===== src/rtl/rng_pkg.sv =====
// rtl/rng_pkg.sv - shared types and constants for the random range capture path
package rng_pkg;

    typedef enum logic [1:0] {
        IDLE   = 2'd0,
        DIVIDE = 2'd1,
        DONE   = 2'd2
    } state_t;

    localparam int DEF_WIDTH     = 32;
    localparam int DEF_OUT_WIDTH = 8;

    // Loop stops at 30 so the signed shift never wraps negative.
    function automatic int clog2(input int v);
        int r;
        r = 0;
        for (int i = 0; i < 31; i++) begin
            if ((1 << i) < v) begin
                r = i + 1;
            end
        end
        return r;
    endfunction

endpackage


===== src/rtl/seq_remainder.sv =====
// rtl/seq_remainder.sv - serial restoring modulo, one dividend bit per cycle
module seq_remainder
    import rng_pkg::*;
#(
    parameter int WIDTH = DEF_WIDTH,
    parameter int RANGE = 6,
    parameter int REM_W = clog2(RANGE) + 1
) (
    input  logic             clk,
    input  logic             reset,
    input  logic             start,
    input  logic [WIDTH-1:0] dividend,
    output logic             done,
    output logic [REM_W-1:0] rem
);

    localparam int IDX_W = (clog2(WIDTH) < 1) ? 1 : clog2(WIDTH);
    localparam logic [REM_W:0] RANGE_T = (REM_W + 1)'(RANGE);

    logic [WIDTH-1:0] snap_q, snap_d;
    logic [REM_W-1:0] rem_q, rem_d;
    logic [IDX_W-1:0] idx_q, idx_d;
    logic             active_q, active_d;
    logic [REM_W:0]   t;
    logic [REM_W-1:0] rem_nxt;

    // Dividend is consumed MSB first by shifting the snapshot left.
    assign t       = {rem_q, snap_q[WIDTH-1]};
    assign rem_nxt = REM_W'((t >= RANGE_T) ? (t - RANGE_T) : t);
    assign done    = active_q && (idx_q == '0);
    assign rem     = rem_nxt;

    always_comb begin
        snap_d   = snap_q;
        rem_d    = rem_q;
        idx_d    = idx_q;
        active_d = active_q;
        if (start) begin
            snap_d   = dividend;
            rem_d    = '0;
            idx_d    = IDX_W'(WIDTH - 1);
            active_d = 1'b1;
        end else if (active_q) begin
            snap_d = snap_q << 1;
            rem_d  = rem_nxt;
            idx_d  = idx_q - 1'b1;
            if (idx_q == '0) begin
                active_d = 1'b0;
            end
        end
    end

    always_ff @(posedge clk or negedge reset) begin
        if (!reset) begin
            snap_q   <= '0;
            rem_q    <= '0;
            idx_q    <= '0;
            active_q <= 1'b0;
        end else begin
            snap_q   <= snap_d;
            rem_q    <= rem_d;
            idx_q    <= idx_d;
            active_q <= active_d;
        end
    end

endmodule


===== src/rtl/random_range_capture.sv =====
// rtl/random_range_capture.sv - snapshot counter on enable release, map into [MIN_VAL, MAX_VAL]
module random_range_capture
    import rng_pkg::*;
#(
    parameter int WIDTH     = DEF_WIDTH,
    parameter int OUT_WIDTH = DEF_OUT_WIDTH,
    parameter int MIN_VAL   = 1,
    parameter int MAX_VAL   = 6
) (
    input  logic                 clk,
    input  logic                 reset,
    input  logic                 enable,
    input  logic [WIDTH-1:0]     counter_value,
    input  logic                 out_ready,
    output logic [OUT_WIDTH-1:0] rand_out,
    output logic                 out_valid,
    output logic                 busy,
    output logic                 dropped
);

    localparam int RANGE = MAX_VAL - MIN_VAL + 1;
    localparam int REM_W = clog2(RANGE) + 1;

    state_t               state_q, state_d;
    logic                 last_enable_q, last_enable_d;
    logic [OUT_WIDTH-1:0] rand_out_q, rand_out_d;
    logic                 out_valid_q, out_valid_d;
    logic                 busy_q, busy_d;
    logic                 dropped_q, dropped_d;
    logic                 fall;
    logic                 start;
    logic                 div_done;
    logic [REM_W-1:0]     rem;

    assign fall = last_enable_q & ~enable;

    seq_remainder #(
        .WIDTH (WIDTH),
        .RANGE (RANGE),
        .REM_W (REM_W)
    ) u_rem (
        .clk      (clk),
        .reset    (reset),
        .start    (start),
        .dividend (counter_value),
        .done     (div_done),
        .rem      (rem)
    );

    always_comb begin
        state_d       = state_q;
        last_enable_d = enable;
        rand_out_d    = rand_out_q;
        out_valid_d   = out_valid_q;
        dropped_d     = 1'b0;
        start         = 1'b0;
        case (state_q)
            IDLE: begin
                if (fall) begin
                    start   = 1'b1;
                    state_d = DIVIDE;
                end
            end
            DIVIDE: begin
                dropped_d = fall;
                if (div_done) begin
                    state_d     = DONE;
                    rand_out_d  = OUT_WIDTH'(MIN_VAL) + OUT_WIDTH'(rem);
                    out_valid_d = 1'b1;
                end
            end
            DONE: begin
                // Capture only ever starts from IDLE, so a fall on the accept edge is lost too.
                dropped_d = fall;
                if (out_ready) begin
                    out_valid_d = 1'b0;
                    state_d     = IDLE;
                end
            end
            default: begin
                state_d = IDLE;
            end
        endcase
        busy_d = (state_d != IDLE);
    end

    always_ff @(posedge clk or negedge reset) begin
        if (!reset) begin
            state_q       <= IDLE;
            last_enable_q <= 1'b0;
            rand_out_q    <= '0;
            out_valid_q   <= 1'b0;
            busy_q        <= 1'b0;
            dropped_q     <= 1'b0;
        end else begin
            state_q       <= state_d;
            last_enable_q <= last_enable_d;
            rand_out_q    <= rand_out_d;
            out_valid_q   <= out_valid_d;
            busy_q        <= busy_d;
            dropped_q     <= dropped_d;
        end
    end

    assign rand_out  = rand_out_q;
    assign out_valid = out_valid_q;
    assign busy      = busy_q;
    assign dropped   = dropped_q;

endmodule


===== config.mk =====
export PLATFORM = sky130hd
export DESIGN_NAME = random_range_capture
export DESIGN_NICKNAME = d
export VERILOG_FILES = /design/src/rtl/rng_pkg.sv /design/src/rtl/seq_remainder.sv /design/src/rtl/random_range_capture.sv
export SDC_FILE = /design/constraint.sdc
export NUM_CORES = 1
export LEC_CHECK = 0
export BUFFER_PORTS_ARGS = -buffer_cell sky130_fd_sc_hd__buf_4
export CAP_MARGIN = 20
export CORE_MARGIN = 1
export CORE_UTILIZATION = 59
export CTS_CLUSTER_DIAMETER = 150
export DETAILED_ROUTE_END_ITERATION = 8
export PLACE_DENSITY = 0.88
export SLEW_MARGIN = 10
export SYNTH_ARGS = -nofsm -noshare
export SYNTH_HDL_FRONTEND = slang
export SYNTH_SLANG_ARGS = --single-unit

===== constraint.sdc =====
create_clock -name clk -period 3.5 [get_ports clk]
set_clock_uncertainty 0.15 [all_clocks]
set_input_delay 0.7 -clock clk [delete_from_list [all_inputs] [get_ports clk]]
set_output_delay 0.7 -clock clk [all_outputs]
set_load 0.01 [all_outputs]

==> results.rst <==
.. list-table::
   :header-rows: 1

   * - Metric
     - Value
   * - Later-pin clock latency in the skew report
     - 0.31 ns
   * - Flip-flop and latch count after synthesis
     - 53
   * - Max-slew headroom at the worst pin
     - 56.3%
   * - Worst VDD drop
     - 427 uV
   * - Main synth FF type
     - dfrtp_1
   * - Number of optimization iterations in the first detailed-route pass
     - 4
   * - Wire length after detailed routing
     - 4590 um
   * - Setup TNS
     - 0 ns
   * - Cells after synthesis
     - 255
   * - Share of the cycle needed by the critical path after routing
     - 59.8%
   * - Relative area change from synthesis to final layout
     - 17.9%
   * - Final Hold Vio Count
     - 0
   * - Cell area after placement
     - 2950 um2
   * - Antenna violation net count after detailed routing
     - 0
   * - Proportion of layout cells with a drive suffix above 1
     - 22.1%
   * - Post-CTS Setup Inserts
     - 0
   * - Nets@finish
     - 337
   * - Static leakage
     - 1.65 nW
   * - Clock-pin slew of the registers on the worst-case setup and hold paths
     - 0.10 ns
   * - Path type of the worst setup path
     - register to register
   * - Largest net degree at the start of global routing
     - 67
   * - Hold-fix buffer count after cts
     - 0
   * - Die ar.
     - 4720 um2
   * - First-pass GRT wire length
     - 7450 um
   * - Power density relative to cell area
     - 693 nW/um2
   * - Post-Layout Inst Area
     - 3090 um2
   * - Fmax
     - 0.478 GHz
   * - CTS tree
     - done
   * - Routability cong.
     - 0.803
   * - Via-per-instance ratio
     - 5.53
   * - Post-synthesis sequential area ratio
     - 50.6%
   * - Warning count from the yosys run
     - 0
   * - Chip Height
     - 68.7 um
   * - Post-synth design cell area
     - 2620 um2
   * - HPWL reported at the end of detailed placement
     - 3130 um
   * - Most frequent cells in the layout
     - dfrtp_1 (52), nand2_1 (49), buf_4 (45)
   * - Startpoint type of the worst setup path
     - register
   * - Unrepaired setup endpoints after global routing
     - false
   * - Setup crit end kind
     - register
   * - Number of enable-type register cells in the synthesized netlist
     - 0
   * - Endpoints failing setup
     - 0
   * - Post-route DRC violation count
     - 0
   * - Kind of path behind the tightest hold check
     - input port to async pin
   * - Async SR Flop Fraction
     - 100%
   * - GRT Total Usage
     - 21.8%
   * - Biggest fanout along the worst timing path
     - 8
   * - Via count
     - 1903
   * - Ports
     - 47
   * - Placeable core region
     - 4140 um2
   * - Minimum period implied by the final worst setup slack
     - 2.09 ns
   * - Number of distinct library cells after synthesis
     - 38
   * - Overflow after GRT
     - 0
   * - Final number of max-transition violations
     - 0
   * - Diode count
     - 0
   * - Count of buffers from port buffering
     - 43
   * - Total number of placement rows
     - 23
   * - Initial antenna violation count
     - 0
   * - Most common library cell in the layout ignoring fill and taps
     - dfrtp_1
   * - Clock buffer count from CTS
     - 5
   * - Outcome
     - completed
   * - Proportion of netlist area held by the largest area contributor
     - 50.6%
   * - Fin Hold WS
     - 0.254 ns
   * - Cells on worst reg2reg path
     - 8
   * - Cell chosen for the clock root
     - clkbuf_8
   * - Width of the die
     - 68.7 um
   * - Average size of a mapped cell
     - 10.3 um2
   * - Worst-case clock buffer depth
     - 2
   * - Initial detailed-routing violation count
     - 138
   * - Main area contributors after synthesis
     - dfrtp_1 (51%), mux2i_1 (13%), nand2_1 (7.0%), o21ai_0 (6.9%), ha_1 (3.8%)
   * - Initial standard-cell utilization of the core
     - 63.3%
   * - Worst Path Arrival
     - 2.19 ns
   * - Worst-Margin Slew
     - 0.655 ns
   * - Library cell occupying the most area in the post-synthesis netlist
     - dfrtp_1
   * - Number of H-tree branching levels
     - 2
   * - Clock sink total
     - 53
   * - Worst EP required
     - 3.60 ns
   * - Number of global-route vias before repair
     - 1709
   * - Post-layout power
     - 0.00214 W
   * - Total of max-cap violations
     - 0
   * - Avg WL per Cell
     - 13.4 um
   * - Post-CTS resize count
     - 0
-- final cells by class --
type | count | area [um2]
flip-flops and latches | 53 | 1330
multi-input cells | 179 | 1190
fillers | 297 | 1050
repair buffers | 45 | 338
clock buffers | 5 | 68.8
clock inverters | 3 | 68.8
well taps | 50 | 62.6
inverters | 9 | 33.8
-- kinds of logic (layout without fill, tap and decap cells) --
kind of cell             Yosys count  in the layout  synth area share, %
AO/OA/AOI/OAI                     50             50                 11.2
XOR/XNOR                           4              4                 1.34
adder cells (fa/ha/maj)            8              8                 3.82
buffers and inverters             25             62                 4.53
flip-flops                        53             53                 50.6
multiplexers                      33             33                 12.6
other                              1              3                0.143
AND/OR/NAND/NOR                   81             81                 15.8
-- registers in the layout, indices dropped and copies added (netlist names) --
name	cells
state_q	2
u_rem.active_q	1
rand_out	5
u_rem.rem_q	4
last_enable_q	1
u_rem.idx_q	5
u_rem.snap_q	32
out_valid	1
dropped	1
busy	1
-- worst max-delay path, stage by stage (launching register included) --
cell and delay, ns:
dfrtp_1 0.47, ha_1 0.29, nor3_4 0.24, nand3_1 0.11, o21ai_0 0.15, ha_1 0.23
inv_1 0.05, a211o_1 0.27, nand3_2 0.07
-- routing by layer --
| layer | global-route usage, % | vias up | wire, um |
|---|---|---|---|
| li1 | - | 939 | - |
| met5 | 0 | - | 0 |
| met3 | 5.92 | 5 | 179 |
| met1 | 28.4 | 916 | 2140 |
| met4 | 8.33 | 0 | 60 |
| met2 | 34.6 | 43 | 2220 |
-- final timing paths --
| check | from | to | slack, ns |
|---|---|---|---|
| worst min-delay path | reset | rand_out[3]$_DFFE_PN0P_ | 0.25 |
| worst min register to register | rand_out[0]$_DFFE_PN0P_ | rand_out[0]$_DFFE_PN0P_ | 0.34 |
| worst max-delay path | u_rem.rem_q[0]$_DFFE_PN0P_ | rand_out[2]$_DFFE_PN0P_ | 1.41 |
| max in group asynchronous | reset | u_rem.active_q$_DFF_PN0_ | 2.48 |
| min in group clk | rand_out[0]$_DFFE_PN0P_ | rand_out[0]$_DFFE_PN0P_ | 0.34 |
| worst max register to register | u_rem.rem_q[0]$_DFFE_PN0P_ | rand_out[2]$_DFFE_PN0P_ | 1.41 |
-- through the flow --
stage | util [%] | std cells | setup WS, ns
after floorplan | - | 257 | 1.66
after global placement | 71.3 | 336 | 1.48
after detailed placement | 71.3 | 336 | 1.38
after CTS | 74.6 | 344 | 1.41
after global routing | 74.6 | 344 | 1.24
final | 74.6 | 344 | 1.41
-- power breakdown --
part / switching (W) / leakage [nW] / total (W) / internal, W
clock network: 0.000204 / 0.0687 / 0.000492 / 0.000288
logic: 0.000334 / 0.924 / 0.000639 / 0.000305
registers: 0.000177 / 0.657 / 0.00101 / 0.000835
total: 0.000715 / 1.65 / 0.00214 / 0.00143
-- cell usage after synthesis (2+ instances only) --
library cell  number
nand2_1           49
nand2b_1           5
xnor2_1            3
inv_1              9
clkbuf_1           2
mux2i_1           33
a21oi_1            2
a21o_1             2
nand4_1            2
a211o_1            3
nor2_1             7
ha_1               8
or2_2              2
o21ai_0           36
nand3_1            5
buf_2             11
buf_4              3
dfrtp_1           53
Note: power is estimated with default switching activity, not from simulation.
